### src/rtl/uart_recv.sv
// rtl/uart_recv.sv - 8N1 UART receiver: 3-flop line synchroniser, start validation,
// 2-of-3 mid-bit majority sampling, one-cycle done / framing-error strobes.
module uart_recv #(
    parameter int CLK_FREQUENCY = 10_000_000,
    parameter int UART_BPS      = 115200
) (
    input  logic       sys_clk,
    input  logic       sys_rst_n,
    input  logic       uart_rxd,
    output logic [7:0] uart_dout,
    output logic       uart_done,
    output logic       uart_frame_err,
    output logic       uart_rx_busy
);

    localparam int BPS_CNT  = CLK_FREQUENCY / UART_BPS;
    localparam int HALF_CNT = BPS_CNT / 2;

    localparam logic [15:0] CNT_LAST = 16'(BPS_CNT - 1);
    localparam logic [15:0] SAMP_A   = 16'(HALF_CNT - 1);
    localparam logic [15:0] SAMP_B   = 16'(HALF_CNT);
    localparam logic [15:0] SAMP_C   = 16'(HALF_CNT + 1);

    typedef enum logic [1:0] {
        IDLE  = 2'd0,
        START = 2'd1,
        DATA  = 2'd2,
        STOP  = 2'd3
    } state_t;

    state_t      state_q, state_d;
    logic        rxd_d0_q, rxd_d0_d;
    logic        rxd_d1_q, rxd_d1_d;
    logic        rxd_d2_q, rxd_d2_d;
    logic [15:0] clk_cnt_q, clk_cnt_d;
    logic [2:0]  bit_cnt_q, bit_cnt_d;
    logic [7:0]  shift_q, shift_d;
    logic [1:0]  samp_q, samp_d;
    logic [7:0]  dout_q, dout_d;
    logic        done_q, done_d;
    logic        ferr_q, ferr_d;

    logic start_flag;
    logic majority;
    logic decision;
    logic bit_wrap;

    assign start_flag = rxd_d2_q & ~rxd_d1_q;
    // The third vote is the live sample taken at the decision point itself.
    assign majority   = (samp_q[0] & samp_q[1]) | (samp_q[0] & rxd_d1_q) | (samp_q[1] & rxd_d1_q);
    assign decision   = (clk_cnt_q == SAMP_C);
    assign bit_wrap   = (clk_cnt_q == CNT_LAST);

    always_comb begin
        rxd_d0_d  = uart_rxd;
        rxd_d1_d  = rxd_d0_q;
        rxd_d2_d  = rxd_d1_q;
        state_d   = state_q;
        clk_cnt_d = clk_cnt_q + 16'd1;
        bit_cnt_d = bit_cnt_q;
        shift_d   = shift_q;
        samp_d    = samp_q;
        dout_d    = dout_q;
        done_d    = 1'b0;
        ferr_d    = 1'b0;

        if (clk_cnt_q == SAMP_A) samp_d[0] = rxd_d1_q;
        if (clk_cnt_q == SAMP_B) samp_d[1] = rxd_d1_q;

        case (state_q)
            IDLE: begin
                clk_cnt_d = 16'd0;
                if (start_flag) state_d = START;
            end
            START: begin
                if (decision && majority) begin
                    state_d   = IDLE;
                    clk_cnt_d = 16'd0;
                end else if (bit_wrap) begin
                    state_d   = DATA;
                    clk_cnt_d = 16'd0;
                    bit_cnt_d = 3'd0;
                end
            end
            DATA: begin
                if (decision) shift_d[bit_cnt_q] = majority;
                if (bit_wrap) begin
                    clk_cnt_d = 16'd0;
                    if (bit_cnt_q == 3'd7) state_d = STOP;
                    else                   bit_cnt_d = bit_cnt_q + 3'd1;
                end
            end
            STOP: begin
                // Leave at mid-stop so a following start edge is never missed.
                if (decision) begin
                    if (majority) begin
                        dout_d = shift_q;
                        done_d = 1'b1;
                    end else begin
                        ferr_d = 1'b1;
                    end
                    state_d   = IDLE;
                    clk_cnt_d = 16'd0;
                end
            end
            default: begin
                state_d   = IDLE;
                clk_cnt_d = 16'd0;
            end
        endcase
    end

    always_ff @(posedge sys_clk or negedge sys_rst_n) begin
        if (!sys_rst_n) begin
            state_q   <= IDLE;
            rxd_d0_q  <= 1'b1;
            rxd_d1_q  <= 1'b1;
            rxd_d2_q  <= 1'b1;
            clk_cnt_q <= 16'd0;
            bit_cnt_q <= 3'd0;
            shift_q   <= 8'h00;
            samp_q    <= 2'b11;
            dout_q    <= 8'h00;
            done_q    <= 1'b0;
            ferr_q    <= 1'b0;
        end else begin
            state_q   <= state_d;
            rxd_d0_q  <= rxd_d0_d;
            rxd_d1_q  <= rxd_d1_d;
            rxd_d2_q  <= rxd_d2_d;
            clk_cnt_q <= clk_cnt_d;
            bit_cnt_q <= bit_cnt_d;
            shift_q   <= shift_d;
            samp_q    <= samp_d;
            dout_q    <= dout_d;
            done_q    <= done_d;
            ferr_q    <= ferr_d;
        end
    end

    assign uart_dout      = dout_q;
    assign uart_done      = done_q;
    assign uart_frame_err = ferr_q;
    assign uart_rx_busy   = (state_q != IDLE);

endmodule

### config.mk
export PLATFORM = sky130hd
export DESIGN_NAME = uart_recv
export DESIGN_NICKNAME = d
export VERILOG_FILES = /design/src/rtl/uart_recv.sv
export SDC_FILE = /design/constraint.sdc
export NUM_CORES = 1
export LEC_CHECK = 0
export BUFFER_PORTS_ARGS = -buffer_cell sky130_fd_sc_hd__buf_2
export CORE_MARGIN = 2
export CORE_UTILIZATION = 25
export CTS_BUF_LIST = sky130_fd_sc_hd__clkbuf_2 sky130_fd_sc_hd__clkbuf_4 sky130_fd_sc_hd__clkbuf_8
export CTS_CLUSTER_SIZE = 8
export DETAILED_ROUTE_END_ITERATION = 8
export GPL_TIMING_DRIVEN = 0
export PLACE_DENSITY = 0.37
export SYNTH_ARGS = -nofsm -noshare
export SYNTH_HDL_FRONTEND = slang
export SYNTH_SLANG_ARGS = --single-unit
### constraint.sdc
create_clock -name sys_clk -period 4.1 [get_ports sys_clk]
set_input_delay 0.41 -clock sys_clk [delete_from_list [all_inputs] [get_ports sys_clk]]
set_output_delay 0.41 -clock sys_clk [all_outputs]
set_load 0.02 [all_outputs]
=== Word-level counts from Yosys, hierarchy flattened ===
Cells that the tools add are included.
W data, S select, Z words.

* $add $sub $neg: 2
* Order comparisons: 2
* Equal/unequal tests: 16
* Muxes and demuxes: 25
* Bitwise gates (word level): 7
* Reduce and logical (&&, ||, !) cells: 9

{| class="wikitable"
|+ Operators with widths
! cell !! number
|-
| $pmux W16 S4 || 1
|-
| $eq A16 B6 Y1 const B || 3
|-
| $mux W16 || 3
|-
| $add A16 B1 Y16 const B || 1
|-
| $eq A16 B7 Y1 const B || 1
|-
| $ne A2 B2 Y1 const B || 7
|-
| $mux W2 || 6
|-
| $mux W3 || 4
|-
| $reduce_and A5 Y1 || 2
|-
| $bwmux W8 || 1
|-
| $pmux W2 S4 || 1
|-
| $mux W1 || 7
|-
| $pmux W3 S2 || 1
|-
| $and A1 B1 Y1 || 4
|-
| $eq A2 B2 Y1 const B || 2
|-
| $lt A3 B4 Y1 const B || 1
|-
| $reduce_bool A2 Y1 || 2
|-
| $add A3 B1 Y3 const B || 1
|-
| $demux W1 S3 || 1
|-
| $eq A3 B3 Y1 const B || 1
|-
| $ge A3 B1 Y1 const B || 1
|-
| $ne A3 B3 Y1 const B || 1
|-
| $reduce_and A3 Y1 || 1
|-
| $eq A2 B1 Y1 const B || 1
|-
| 5 further kinds || 7
|}

* Bits in registers: 44
* Input bits: 3
* Output and inout port bits: 11
* Word-level logic and storage cells: 73

=== Longest topological paths before layout ===
* Word-level depth: 6
* Depth in mapped cells: 8
* Depth with buffers taken out: 7

=== Worst setup path after synthesis ===
OpenSTA, ideal clock, no wires.

* Kind: register to register
* Start point: register clk_cnt_q[0]
* End point: register shift_q[4]
* Setup time: 0.128 ns
* Arrival: 1.836 ns
* Data required time: 3.972 ns
* Path slack: 2.136 ns
* Stages on the path, launching flop included: 9
* Buffers on the path: 1
* Period minus slack after synthesis: 1.964 ns
* Path through: dfrtp_1 > inv_1 > ha_1 > and3_1 > nand3_1 > or2_1 > buf_6 > and4bb_2 > mux2_1

* Word-level cells in the longest chain between the ends: 2

{| class="wikitable"
|+ RTL lines
! item !! RTL line !! text
|-
| from (decl) || 35 || <nowiki>logic [15:0] clk_cnt_q, clk_cnt_d;</nowiki>
|-
| from (signal assigned) || 131 || <nowiki>clk_cnt_q <= clk_cnt_d;</nowiki>
|-
| $eq A16 B6 Y1 || 51 || <nowiki>assign decision = (clk_cnt_q == SAMP_C);</nowiki>
|-
| $reduce_and A2 Y1 (no line) || n/a ||
|-
| to (signal assigned) || 133 || <nowiki>shift_q <= shift_d;</nowiki>
|-
| to (decl) || 37 || <nowiki>logic [7:0] shift_q, shift_d;</nowiki>
|}

Every way passes these cells.
A chain may end at the register's enable or synchronous reset.

=== Final worst setup path ===
* Start point: register clk_cnt_q[7]
* End point: register shift_q[4]

The elaborated chain is that of the path after synthesis.

==> summary.md <==
| Metric | Value |
|---|---|
| Status | `complete, no violations` |
| DR iter-0 viols | `71` |
| Fill cell count | `around 910` |
| Final HPWL DP | `approximately 3000 um` |
| # rows | `34` |
| Upper clock frequency limit | `roughly 460 MHz` |
| Seq cells post-synth | `44` |
| Boundary Pins | `14` |
| Kind of cell adding the most delay to the critical path | `simple AND/OR/NAND/NOR gates` |
| DRT Wirelength | `4657 um` |
| Final hold vios | `0` |
| Post-route DRC | `0` |
| Crit Path Class | `register to register` |
| CTS tree | `yes` |
| Setup bufs post-CTS | `0` |
| YS warnings | `0` |
| Hold Crit Class | `primary input to register` |
| Synth cell types | `45` |
| Antenna-violating nets left | `0` |
| Startpoint types | `register` |
| Largest net degree at the start of global routing | `45` |
| Die span in y | `97.94 um` |
| Sw Ratio | `32.28%` |
| Tightest Pin Transition | `1.048 ns` |
| Syn Std Cell Area | `roughly 2200 sq um` |
| Reg power frac | `between 40% and 50%` |
| Post-cts hold buffer count | `0` |
| CP endpoint kind | `register` |
| Gr usage total | `roughly 10%` |
| CTS Sinks | `44` |
| Synthesized instance count | `200` |
| Critical path peak fanout | `8` |
| Die Wd | `97.94 um` |
| Gpl congestion | `about 0.70` |
| Storage element area | `about 1100 sq um` |
| Clock root buffer master | `clkbuf_8` |
| Antenna cells | `0` |
| DR vias/cell | `4.450` |
| Max_slew headroom | `between 30 and 40%` |
| IO Port Bufs | `13` |
| Total number of vias | `1464` |
| Post-cts resize count | `0` |
| Syn avg cell area | `11.03 sq um` |
| Post-Route Skew | `between 0.008 and 0.009 ns` |
| Worst path slowest cell | `dfrtp_1` |
| Commonest non-fill, non-tap cell in the layout | `dfrtp_1` |
| Clock network power share | `around a third` |
| Pre-CTS WS | `1.953 ns` |
| Wire per inst | `14.16 um` |
| Later-pin clock latency in the skew report | `0.31 ns` |
| Internal power | `759.8 uW` |
| Final Cell Area | `around 2500 sq um` |
| WP data required | `4.30 ns` |
| NetSw | `around 360 uW` |
| Power, Total | `roughly 1100 uW` |
| Final Setup Violations | `0` |
| CTS H-tree lvls | `2` |
| VDD IR max | `approximately 0.16 mV` |
| Fin crit share | `a little over half` |
| Sequential share of the synthesized area | `50.20%` |
| Final worst slack | `roughly 1.9 ns` |
| First-pass GRT wire length | `between 7000 and 8000 um` |
| Fin. max-slew vios | `0` |
| Layout cell share with drive strength beyond 1 | `27.60%` |
| Combinational Power Share | `approximately 22%` |
| Critical Path AT | `~2.4 ns` |
| Fin crit period | `approximately 2.2 ns` |
| Max-cap violations | `0` |
| CP bufs+invs | `1` |
| Most frequent cells in the layout | `dfrtp_1, nor2_1, mux2_2` |
| Pre-Repair DR Iteration Count | `4` |
| Worst reg2reg setup slack | `between 1.5 and 2 ns` |
| P_leak | `about 0.0011 uW` |
| Total gr overflow | `0` |
| Clk buf depth | `2` |
| Fin nets | `around 230` |
| CTS Buf Count | `5` |
| Vias in the first global route | `~1500` |
| Placed inst area | `roughly 2400 sq um` |
| DIE AREA | `9591 sq um` |
| Area grow syn2layout | `14.35%` |
| CP Cell Sequence | `nor3_1, nand3_1, or2_1, buf_6, and4bb_2, mux2_1` |
| Initial antenna violation count | `0` |
| Starting Density | `approximately a quarter` |
| Total core area | `roughly 8600 sq um` |
| Clock transition at the registers of the reported paths | `roughly 0.10 ns` |
| Syn Nets | `209` |
| Setup_tns | `0 ns` |
| Pwr Density | `444.8 nW/um^2` |
| Worst path max stage delay | `around 0.42 ns` |
| Multi-input logic area | `a little over 1000 sq um` |
| Unrepaired setup endpoints after global routing | `false` |
layout make-up:
type                    count  area share, %
well taps                 108          5.357
clock buffers               5          2.728
repair buffers             13          2.579
multi-input cells         140          40.53
flip-flops and latches     44          43.90
inverters                   6         0.8929
clock inverters             3          1.885
plain buffers              10          2.133
cells by family (layout without fill, tap and decap cells):
logic type	count (synthesis)	after routing	synth area share, %
buf+inv	16	37	3.460
mux	19	19	9.699
compound gates	13	13	4.027
flops	44	44	50.20
fa+ha+maj	7	7	3.857
xor+xnor	14	14	5.558
simple gates	87	87	23.20
registers in the layout, indices dropped and copies added (netlist names), named ones only:
| name | cells |
|---|---|
| state_q | 1 |
| bit_cnt_q | 3 |
| samp_q | 2 |
| clk_cnt_q | 16 |
| uart_frame_err | 1 |
| shift_q | 8 |
| rxd_d2_q | 1 |
| uart_done | 1 |
| rxd_d1_q | 1 |
| rxd_d0_q | 1 |
| uart_dout | 8 |
worst paths after layout:
check,start,to,depth (start not counted)
max in group asynchronous,sys_rst_n,clk_cnt_q[5]$_DFF_PN0_,1
worst max-delay path,clk_cnt_q[7]$_DFF_PN0_,shift_q[4]$_DFFE_PN0P_,6
worst min register to register,rxd_d0_q$_DFF_PN1_,rxd_d1_q$_DFF_PN1_,0
min in group asynchronous,sys_rst_n,clk_cnt_q[11]$_DFF_PN0_,1
worst max register to register,clk_cnt_q[7]$_DFF_PN0_,shift_q[4]$_DFFE_PN0P_,6
worst min-delay path,uart_rxd,rxd_d0_q$_DFF_PN1_,1
cell usage after synthesis, drive strengths merged:
master | n | area share, %
buf | 6 | 1.8
nand4 | 2 | 0.57
nor4 | 4 | 2.1
clkbuf | 4 | 0.68
dfrtp | 39 | 44
and4b | 1 | 0.45
o221ai | 1 | 0.40
xnor2 | 10 | 4.0
nand2 | 13 | 2.2
nand3 | 12 | 2.9
xor2 | 4 | 1.6
or2 | 2 | 0.57
maj3 | 1 | 0.45
nor2b | 1 | 0.28
o21ai | 3 | 0.68
nor2 | 26 | 4.4
and4bb | 1 | 0.57
nor4b | 4 | 2.8
ha | 6 | 3.4
nand4b | 1 | 0.40
dfstp | 5 | 6.0
a21oi | 3 | 0.68
o31a | 1 | 0.45
and3 | 5 | 1.4
a22oi | 2 | 0.68
nor3b | 4 | 1.4
inv | 6 | 1.0
mux2 | 19 | 9.7
a21o | 1 | 0.34
and4 | 1 | 0.45
and2 | 1 | 0.28
nor3 | 8 | 2.0
a22o | 1 | 0.40
a311oi | 1 | 0.40
or3 | 1 | 0.28
metal layers:
layer  share of wire (%)  routed length [um]  GRT usage [%]  up-vias
met1                  52                2438          14.30      715
met2                  43                2025          15.91       14
met5                   0                   0              0        -
met4                 1.4                  63          3.205        0
li1                    -                   -              -      730
met3                 2.8                 130          2.649        5
metrics by stage:
| step | hold slack [ns] | std cells | utilization, % |
|---|---|---|---|
| 4_1_cts | 0.1851 | 329 | 29.21 |
| 3_5_place_dp | 0.3519 | 321 | 27.86 |
| 6_report | 0.1919 | 329 | 29.21 |
| 2_1_floorplan | 0.1144 | 200 | - |
| 3_3_place_gp | 0.3464 | 321 | 27.86 |
| 5_1_grt | 0.1770 | 329 | 29.21 |
power groups by stage:
stage / registers [uW] / clock network [uW] / logic (uW)
2_1_floorplan: 519 / 0 / 186
3_3_place_gp: 527 / 0 / 255
3_5_place_dp: 528 / 0 / 255
4_1_cts: 520 / 373 / 257
5_1_grt: 526 / 390 / 288
6_report: 519 / 353 / 249
(Power assumes the default switching activity.)
